--- src/rtl/pipe_fetch.sv ---
// pipe_fetch: instruction fetch front-end.
// Fetches one word at a time from instruction memory into a 2-entry
// {pc, inst} queue for decode. Execute can redirect the fetch PC at any
// time; a redirect discards the queue and any response still in flight.
module pipe_fetch #(
  parameter logic [31:0] RESET_PC = 32'h0
) (
  input  logic        clk,
  input  logic        rst,
  output logic        mem_req,
  output logic [31:0] mem_addr,
  input  logic        mem_ack,
  input  logic [31:0] mem_data,
  input  logic        jump_e,
  input  logic [31:0] jump_pc,
  output logic        id_valid,
  input  logic        id_ready,
  output logic [31:0] id_inst,
  output logic [31:0] id_pc
);

  localparam logic [31:0] RESET_PC_ALIGNED = {RESET_PC[31:2], 2'b00};
  localparam int          DEPTH            = 2;

  typedef enum logic [1:0] {
    ST_IDLE  = 2'd0,
    ST_REQ   = 2'd1,
    ST_FLUSH = 2'd2
  } state_t;

  state_t      state_q;
  logic        mem_req_q;
  logic [31:0] mem_addr_q;
  logic [31:0] pc_q;
  logic [31:0] pc_d;

  // Queue storage and bookkeeping
  logic [31:0] fifo_pc_q   [DEPTH];
  logic [31:0] fifo_inst_q [DEPTH];
  logic [1:0]  count_q;
  logic [1:0]  count_d;
  logic        rd_ptr_q;
  logic        rd_ptr_d;
  logic        wr_ptr_q;
  logic        wr_ptr_d;
  logic [DEPTH-1:0] wr_en;

  logic        push;
  logic        pop;
  logic [31:0] jump_target;

  // A redirect always wins over a push or a pop in the same cycle.
  assign jump_target = {jump_pc[31:2], 2'b00};
  assign push        = (state_q == ST_REQ) && mem_ack && !jump_e;
  assign pop         = (count_q != 2'd0) && id_ready && !jump_e;

  // One write strobe per queue slot, selected by the write pointer.
  generate
    for (genvar gi = 0; gi < DEPTH; gi++) begin : g_wr_en
      assign wr_en[gi] = push && (wr_ptr_q == 1'(gi));
    end
  endgenerate

  // Next fetch PC: redirect target, or advance past a word just accepted.
  always_comb begin
    pc_d = pc_q;
    if (jump_e) begin
      pc_d = jump_target;
    end else if (push) begin
      pc_d = pc_q + 32'd4;
    end
  end

  // Next queue occupancy and pointers; a redirect empties the queue.
  always_comb begin
    count_d  = count_q;
    rd_ptr_d = rd_ptr_q;
    wr_ptr_d = wr_ptr_q;
    if (jump_e) begin
      count_d  = 2'd0;
      rd_ptr_d = 1'b0;
      wr_ptr_d = 1'b0;
    end else begin
      if (push) begin
        wr_ptr_d = ~wr_ptr_q;
      end
      if (pop) begin
        rd_ptr_d = ~rd_ptr_q;
      end
      case ({push, pop})
        2'b10:   count_d = count_q + 2'd1;
        2'b01:   count_d = count_q - 2'd1;
        default: count_d = count_q;
      endcase
    end
  end

  // Fetch PC and queue control registers.
  always_ff @(posedge clk or posedge rst) begin
    if (rst) begin
      pc_q     <= RESET_PC_ALIGNED;
      count_q  <= 2'd0;
      rd_ptr_q <= 1'b0;
      wr_ptr_q <= 1'b0;
    end else begin
      pc_q     <= pc_d;
      count_q  <= count_d;
      rd_ptr_q <= rd_ptr_d;
      wr_ptr_q <= wr_ptr_d;
    end
  end

  // Queue payload; cleared on reset so decode sees zeros while empty.
  always_ff @(posedge clk or posedge rst) begin
    if (rst) begin
      for (int i = 0; i < DEPTH; i++) begin
        fifo_pc_q[i]   <= 32'd0;
        fifo_inst_q[i] <= 32'd0;
      end
    end else begin
      for (int i = 0; i < DEPTH; i++) begin
        if (wr_en[i]) begin
          fifo_pc_q[i]   <= pc_q;
          fifo_inst_q[i] <= mem_data;
        end
      end
    end
  end

  // Request FSM: issues one request at a time; FLUSH waits out a response
  // that a redirect made stale, keeping the old address on the bus.
  always_ff @(posedge clk or posedge rst) begin
    if (rst) begin
      state_q    <= ST_IDLE;
      mem_req_q  <= 1'b0;
      mem_addr_q <= RESET_PC_ALIGNED;
    end else begin
      case (state_q)
        ST_IDLE: begin
          if (!jump_e && (count_q != 2'd2)) begin
            state_q    <= ST_REQ;
            mem_req_q  <= 1'b1;
            mem_addr_q <= pc_q;
          end
        end
        ST_REQ: begin
          if (mem_ack) begin
            state_q   <= ST_IDLE;
            mem_req_q <= 1'b0;
          end else if (jump_e) begin
            state_q   <= ST_FLUSH;
          end
        end
        ST_FLUSH: begin
          if (mem_ack) begin
            state_q   <= ST_IDLE;
            mem_req_q <= 1'b0;
          end
        end
        default: begin
          state_q   <= ST_IDLE;
          mem_req_q <= 1'b0;
        end
      endcase
    end
  end

  assign mem_req  = mem_req_q;
  assign mem_addr = mem_addr_q;
  assign id_valid = (count_q != 2'd0);
  assign id_pc    = fifo_pc_q[rd_ptr_q];
  assign id_inst  = fifo_inst_q[rd_ptr_q];

endmodule

--- config.mk ---
export PLATFORM = sky130hd
export DESIGN_NAME = pipe_fetch
export DESIGN_NICKNAME = d
export VERILOG_FILES = /design/src/rtl/pipe_fetch.sv
export SDC_FILE = /design/constraint.sdc
export NUM_CORES = 1
export LEC_CHECK = 0
export ABC_AREA = 0
export BUFFER_PORTS_ARGS = -buffer_cell sky130_fd_sc_hd__clkbuf_2
export CAP_MARGIN = 5
export CORE_UTILIZATION = 43
export DETAILED_ROUTE_END_ITERATION = 8
export PLACE_DENSITY = 0.72
export SYNTH_ARGS = -nofsm -noshare
export SYNTH_HDL_FRONTEND = slang
export SYNTH_SLANG_ARGS = --single-unit
--- constraint.sdc ---
create_clock -name clk -period 9.1 [get_ports clk]
set_clock_uncertainty 0.2 [all_clocks]
set_input_delay 1.365 -clock clk [delete_from_list [all_inputs] [get_ports clk]]
set_output_delay 1.365 -clock clk [all_outputs]
set_load 0.02 [all_outputs]
==> results of run 1 <==
## synthesized netlist by cell type, types with 8 or more instances
library cell	instances	area, um^2
mux2_2	215	2421
clkbuf_1	33	123.9
nand3_1	16	80.08
nor2_1	21	78.83
o21ai_0	21	105.1
nand4_1	10	62.56
dfrtp_1	191	4780
a31oi_1	11	68.82
or4_1	12	90.09
xnor2_1	8	70.07
nand2_1	32	120.1
## power by group through the flow
stage	combinational (mW)	sequential, mW	clock, mW
after global routing	1.32	1.43	0.769
after global placement	1.21	1.38	0
after floorplan	0.843	1.41	0
final	1.22	1.38	0.716
after CTS	1.24	1.39	0.738
after detailed placement	1.23	1.40	0
## per-layer routing
metal  wire length (um)  GRT usage [%]  up-vias  share of wire [%]
met5                  0              0        -                  0
met4                218          6.648        0                1.2
met3                772          3.444       14                4.2
met2               9134          30.74      129                 50
met1               8234          24.25     2892                 45
li1                   -              -     2654                  -
## critical path: stages
cell	delay, ns
clkbuf_2	0.08
buf_4	0.27
nor2b_1	0.32
nand2_1	0.14
nor2_4	0.65
buf_4	0.59
mux2_2	0.40
## cell families after synthesis
| kind of cell | after synthesis | share of synthesized area [%] |
|---|---|---|
| other | 1 | 0.04315 |
| AOI/OAI and AO/OA | 56 | 4.031 |
| xor gates and xnor gates | 15 | 1.512 |
| DFF | 191 | 55.00 |
| muxes | 217 | 28.09 |
| buffers and inverters | 55 | 3.225 |
| adders and majority gates | 4 | 0.5759 |
| and+or+nand+nor | 121 | 7.530 |
## state kept, by name, indices dropped and copies added, names as in the netlist
signal / count
mem_addr: 30
wr_ptr_q: 1
state_q: 2
pc_q: 30
count_q: 2
fifo_pc_q: 60
fifo_inst_q: 64
mem_req: 1
rd_ptr_q: 1
## area by class of cell
class                   instances  area [um^2]
fillers                      1761         9447
flip-flops and latches        191         4783
multi-input cells             417         3667
repair buffers                164        830.8
clock buffers                  19        442.9
well taps                     265        331.6
clock inverters                13        113.9
inverters                       8        37.54
## per-stage QoR
step	std cells	setup slack, ns	utilization [%]	area [um^2]	total power, mW
after detailed placement	1045	4.859	49.10	9651	2.633
after global placement	1045	4.876	49.10	9651	2.591
after global routing	1077	5.177	51.94	10210	3.517
final	1077	5.368	51.94	10210	3.313
after CTS	1077	5.328	51.94	10210	3.359
after floorplan	663	2.336	-	8702	2.252
## worst paths after layout
path	startpoint	endpoint	cells past startpoint
worst max-delay path	jump_e	fifo_inst_q[47]	7
worst min-delay path	fifo_pc_q[19]	fifo_pc_q[19]	2
worst max register to register	state_q[1]	fifo_inst_q[47]	7
worst min register to register	fifo_pc_q[19]	fifo_pc_q[19]	2
max in group asynchronous	rst	rd_ptr_q	3
min in group asynchronous	rst	fifo_inst_q[15]	2
==> reports/qor.txt, run 1 <==
endpoints failing setup - 0
post-DP HPWL - 12090 um
Clock H-tree levels - 4
outcome - finished clean
Worst Hold Slack - 0.2849 ns
Comb power frac - 36.7%
CTS tree - built
Max Slew Vio Count - 0
Post-synth EDFFs - 0
sequential power share - 41.7%
count of cell types in the netlist - 46
Via density - 5.282
CORE AREA - 19650 um^2
P_leak - 4.631 nW
max_cap viols - 0
Antenna diodes - 0
crit-path max FO - 47
Congestion Overflow GR - 0
CP startpoint kind - input port
Mapped Avg Cell Area - 13.17 um^2
dominant synthesized flop cell - dfrtp_1
Cell Pwr Density - 324.6 nW/um^2
yosys warns - 0
Overall Global Routing Usage - 18.54%
Buffers on Ports - 160
Post-CTS Setup Inserts - 0
TritonRoute pass-1 iters - 4
die height - 144.2 um
Slew headroom - 29.66%
peak supply drop - 0.1526 mV
Cell Rows - 51
initial antenna violation count - 0
Antenna Violating Nets Remaining - 0
Sw Share - 34.91%
post-synthesis sequential area ratio - 55.00%
I/O pin count - 167
Yosys reg bits - 191
largest net degree at the start of global routing - 120
die extent in x - 144.2 um
Reg2Reg Setup Slack - 5.93 ns
RSZ-0062 raised after global routing - false
# clock sinks - 191
setup TNS - 0 ns
Synth async-reset ratio - 100.0%
Starting Density - 44.22%
# DRC - 0
total die area - 20780 um^2
clk root buf - clkbuf_16
CTS buffer count - 17
cts hold-fix bufs - 0
clk_lat worst skew - 0.43 ns
cts repair resizes - 0
DR iter-0 viols - 274
Worst EP arrival - 3.84 ns
commonest non-fill, non-tap cell in the layout - mux2_2
Clock Path Buffers - 2
Cell Area, Synth - 8691 um^2
NetSw - 1.157 mW
Reg clk slew, reported paths - 0.07 ns
WL per Instance - 17.05 um
most frequent cells in the layout - 215 x mux2_2, 190 x dfrtp_1, 160 x clkbuf_2
Critical Path Sink Type - register
Area Growth Syn to Fin - 17.45%
CP required - 9.21 ns
Clk pwr share - 21.6%
via count - 5689
Worst-Margin Slew - 1.055 ns
vias in the first global route - 5677
nets@finish - 872
minimum clock period - 3.732 ns
Cell Int Power - 2.156 mW
cells after synthesis - 660
Post-Route WL - 18360 um
fraction of final layout cells with drive strength greater than 1 - 52.22%
fmax - 268.0 MHz
first-pass GRT wire length - 29500 um
critical path type - in2reg
min-delay worst type - reg2reg
period utilisation layout - 41.01%
Hold Fails Final Rpt - 0
routability cong. - 0.7757
Note: power is estimated with default switching activity, not from simulation.
==> inputs of run 2 (changes only) <==
--- a/config.mk
+++ b/config.mk
@@ -10,7 +10,7 @@
 export CAP_MARGIN = 5
 export CORE_UTILIZATION = 43
 export DETAILED_ROUTE_END_ITERATION = 8
-export PLACE_DENSITY = 0.72
+export PLACE_DENSITY = 0.74
 export SYNTH_ARGS = -nofsm -noshare
 export SYNTH_HDL_FRONTEND = slang
 export SYNTH_SLANG_ARGS = --single-unit
==> constraint.sdc (replaced) <==
create_clock -name clk -period 3.38 [get_ports clk]
set_clock_uncertainty 0.2 [all_clocks]
set_input_delay 0.507 -clock clk [delete_from_list [all_inputs] [get_ports clk]]
set_output_delay 0.507 -clock clk [all_outputs]
set_load 0.02 [all_outputs]
==> reports/qor.txt, run 2 (synthesis gave the netlist of run 1 again) <==
Worst-Margin Slew - 0.6464 ns
Antenna diodes - 0
# fillers - 1748
TritonRoute pass-1 iters - 4
endpoints failing setup - 0
Buffers on Ports - 160
fraction of final layout cells with drive strength greater than 1 - 52.44%
routability cong. - 0.7649
Via density - 5.257
CORE AREA - 19650 um^2
Antenna Violating Nets Remaining - 0
CP startpoint kind - register
Critical Path Sink Type - primary output
DR iter-0 viols - 276
die height - 144.2 um
Congestion Overflow GR - 0
die extent in x - 144.2 um
CTS tree - built
Largest Register - fifo_inst_q
clk_lat worst skew - 0.43 ns
peak supply drop - 0.5645 mV
area taken by multi-input logic gates - 3667 um^2
nets@finish - 880
total die area - 20780 um^2
Clock Path Buffers - 2
Starting Density - 44.22%
first-pass GRT wire length - 29410 um
max reg flops - 64
max_cap viols - 0
# DRC - 0
P_leak - 4.697 nW
CP required - 2.67 ns
Area Growth Syn to Fin - 19.35%
biggest regs - fifo_inst_q x64, fifo_pc_q x60
RSZ-0062 raised after global routing - false
CTS buffer count - 17
# clock sinks - 191
via count - 5704
WL per Instance - 17.18 um
commonest non-fill, non-tap cell in the layout - mux2_2
Place WS - 0.7704 ns
register area - 4781 um^2
Post-Route WL - 18640 um
most frequent cells in the layout - 215 x mux2_2, 190 x dfrtp_1, 160 x clkbuf_2
Max Slew Vio Count - 0
post-DP HPWL - 12400 um
min-delay worst type - in2reg
crit-path max FO - 23
Worst EP arrival - 2.01 ns
Overall Global Routing Usage - 18.65%
outcome - finished clean
Reg clk slew, reported paths - 0.06 ns
period utilisation layout - 80.28%
Cell Pwr Density - 875.3 nW/um^2
Final Worst Setup Slack - 0.6665 ns
minimum clock period - 2.713 ns
I/O pin count - 167
initial antenna violation count - 1
Slew headroom - 56.64%
Clock H-tree levels - 4
clk root buf - clkbuf_16
Hold Fails Final Rpt - 0
critical path type - reg2out
Cell Rows - 51
vias in the first global route - 5538
setup TNS - 0 ns
Post-CTS Setup Inserts - 0
largest net degree at the start of global routing - 93
fmax - 368.5 MHz
## run 2: metal layers
| metal | vias up | wire, um | GRT usage [%] | share of wire [%] |
|---|---|---|---|---|
| li1 | 2670 | - | - | - |
| met5 | - | 14 | 0 | 0.075 |
| met4 | 2 | 237 | 6.150 | 1.3 |
| met2 | 129 | 8868 | 29.72 | 48 |
| met1 | 2885 | 8606 | 24.77 | 46 |
| met3 | 18 | 915 | 4.768 | 4.9 |
## run 2: repair_timing
item                                   in CTS  in global routing
resized for setup                           0                  0
endpoints found under the hold margin      14                  0
hold buffers                                1                  0
## run 2: worst paths after layout
| kind | slack, ns | end | start | depth (start not counted) |
|---|---|---|---|---|
| max in group asynchronous | 1.73 | fifo_inst_q[22] | rst | 4 |
| min in group asynchronous | 0.43 | mem_addr[16] | rst | 3 |
| hold / removal | 0.09 | pc_q[8] | jump_pc[8] | 3 |
| hold reg to reg | 0.30 | fifo_pc_q[18] | fifo_pc_q[18] | 2 |
| setup / recovery | 0.67 | id_pc[31] | rd_ptr_q | 3 |
| setup reg to reg | 0.78 | fifo_pc_q[3] | state_q[1] | 6 |
## run 2: power breakdown
part,internal (mW),switching [mW],leakage [nW]
combinational,1.60,1.70,2.05
sequential,3.19,0.518,2.35
clock,1.21,0.854,0.292
## run 2: cell type report
| type | count | share of cell area, % |
|---|---|---|
| flip-flops and latches | 191 | 46.09 |
| clock buffers | 25 | 4.970 |
| clock inverters | 7 | 0.9650 |
| inverters | 8 | 0.3257 |
| well taps | 265 | 3.197 |
| repair buffers | 172 | 9.095 |
| multi-input cells | 417 | 35.36 |
## run 2: metrics by stage
stage / utilization [%] / instances / hold WS [ns] / total power, mW / cell area, um^2
finish: 52.78 / 1085 / 0.08684 / 9.079 / 10370
detailed placement: 49.59 / 1052 / 0.2871 / 7.103 / 9747
global placement: 49.59 / 1052 / 0.2601 / 6.982 / 9747
floorplan: - / 663 / 0.2444 / 6.064 / 8706
CTS: 52.78 / 1085 / 0.07215 / 9.198 / 10370
global route: 52.78 / 1085 / 0.09107 / 9.614 / 10370
## run 2: worst max-delay path: stages, from the launching register on
cell and delay, ns:
dfrtp_2 0.78, buf_12 0.27, mux2_2 0.35, clkbuf_2 0.16
==> inputs of run 3 (changes only) <==
==> constraint.sdc (replaced) <==
create_clock -name clk -period 2.3 [get_ports clk]
set_clock_uncertainty 0.2 [all_clocks]
set_input_delay 0.345 -clock clk [delete_from_list [all_inputs] [get_ports clk]]
set_output_delay 0.345 -clock clk [all_outputs]
set_load 0.02 [all_outputs]
==> reports/qor.txt, run 3 (synthesis gave the netlist of run 1 again) <==
# fillers - 1643
Slowest-stage cell, CP - dfrtp_2
fmax - 447.0 MHz
Largest Register - fifo_inst_q
Reg clk slew, reported paths - 0.07 ns
die height - 144.2 um
Buffers on Ports - 160
commonest non-fill, non-tap cell in the layout - mux2_2
Overall Global Routing Usage - 19.56%
critical path type - reg2out
# clock sinks - 191
period utilisation layout - 97.27%
TritonRoute pass-1 iters - 4
Via density - 5.106
Starting Density - 44.22%
Worst-Margin Slew - 0.5130 ns
Area Growth Syn to Fin - 31.27%
Post-Route WL - 19680 um
setup TNS - 0 ns
worst path cell trace - buf_4 -> mux2_2 -> clkbuf_2
biggest regs - fifo_inst_q x64, fifo_pc_q x60
Antenna diodes - 0
Slew headroom - 65.54%
CP peak stage delay - 0.39 ns
first-pass GRT wire length - 31080 um
CORE AREA - 19650 um^2
die extent in x - 144.2 um
I/O pin count - 167
Cell Pwr Density - 1213 nW/um^2
WL per Instance - 16.55 um
Clock Path Buffers - 2
DR iter-0 viols - 310
Worst EP arrival - 1.69 ns
max_cap viols - 0
Max Slew Vio Count - 0
outcome - finished clean
clk root buf - clkbuf_16
total die area - 20780 um^2
routability cong. - 0.7802
CP required - 1.75 ns
largest net degree at the start of global routing - 61
P_leak - 5.204 nW
DP Cell Count - 1096
Congestion Overflow GR - 0
endpoints failing setup - 0
CP startpoint kind - register
minimum clock period - 2.237 ns
Clock H-tree levels - 4
fraction of final layout cells with drive strength greater than 1 - 52.16%
max reg flops - 64
Antenna Violating Nets Remaining - 0
Cell Rows - 51
nets@finish - 984
initial antenna violation count - 1
CTS buffer count - 17
vias in the first global route - 6130
most frequent cells in the layout - 215 x mux2_2, 190 x dfrtp_1, 160 x clkbuf_2
CTS tree - built
min-delay worst type - in2reg
Hold Fails Final Rpt - 0
Finished Layout Cells - 1189
via count - 6071
post-DP HPWL - 13430 um
clk_lat worst skew - 0.43 ns
Critical Path Sink Type - primary output
# DRC - 0
peak supply drop - 0.6283 mV
crit-path max FO - 21
## run 3: changes by cell type in the layout (fill, tap and decap cells not counted), moves of 2 or more
| cell | delta |
|---|---|
| inv_6 | +2 |
| bufinv_16 | +3 |
| clkbuf_8 | -5 |
| buf_4 | +41 |
| buf_12 | +4 |
| clkinv_2 | +2 |
| or4_1 | -3 |
| or4_4 | +3 |
| dlygate4sd3_1 | +59 |
## run 3: timing repair
| item | in CTS | in global routing |
|---|---|---|
| endpoints found under the hold margin | 128 | 0 |
| pin swaps | 0 | 2 |
| hold buffers | 60 | 0 |
| setup buffers | 0 | 1 |
| setup endpoints to repair | 2 | 24 |
| gates cloned | 0 | 0 |
| gates resized for setup | 1 | 6 |
## run 3: power breakdown
group / total [mW] / leakage [nW] / switching, mW / internal (mW)
registers: 5.36 / 2.35 / 0.668 / 4.69
clock network: 3.26 / 0.310 / 1.30 / 1.96
logic: 5.22 / 2.54 / 2.68 / 2.54
total: 13.8 / 5.20 / 4.64 / 9.20
## run 3: path summary, 6_finish.rpt
| kind | from | end | slack [ns] | depth (start not counted) |
|---|---|---|---|---|
| worst max-delay path | rd_ptr_q | id_pc[19] | 0.06 | 3 |
| worst min-delay path | jump_pc[15] | pc_q[15] | 0.02 | 3 |
| worst max register to register | state_q[1] | pc_q[21] | 0.08 | 8 |
| worst min register to register | fifo_pc_q[18] | fifo_pc_q[18] | 0.28 | 2 |
| max in group asynchronous | rst | mem_addr[3] | 0.99 | 4 |
| min in group asynchronous | rst | pc_q[24] | 0.24 | 3 |
## run 3: cell type report
class	instances	area (um^2)	share of cell area, %
Inverter	8	33.78	0.2961
Clock buffer	19	442.9	3.882
Timing Repair Buffer	276	1922	16.85
Tap cell	265	331.6	2.906
Sequential cell	191	4781	41.91
Multi-Input combinational cell	417	3689	32.33
Clock inverter	13	209.0	1.832
## run 3: per-layer routing
layer / wire length [um] / part of all wire [%] / GRT usage, % / vias up
met5: 13 / 0.066 / 0 / -
met4: 283 / 1.4 / 5.873 / 2
met3: 721 / 3.7 / 4.371 / 24
met2: 9727 / 49 / 32.82 / 121
met1: 8935 / 45 / 25.19 / 3052
li1: - / - / - / 2872
## run 3: worst max-delay path, delay by kind of cell (launching register included)
kind,cells,cell delay (ns)
buffers and inverters,2,0.48
DFF,1,0.39
muxes,1,0.39
## run 3: metrics by stage
step	setup WS [ns]	total power, mW	util (%)	area [um^2]	hold slack, ns
3_5_place_dp	-0.01402	10.59	51.53	10130	0.1337
3_3_place_gp	0.02626	10.42	51.53	10130	0.1310
4_1_cts	0.007935	13.97	57.92	11380	0.005162
6_report	0.06271	13.84	58.05	11410	0.01826
5_1_grt	-0.03344	14.63	58.05	11410	0.03427
2_1_floorplan	-0.7074	8.912	-	8706	0.2444
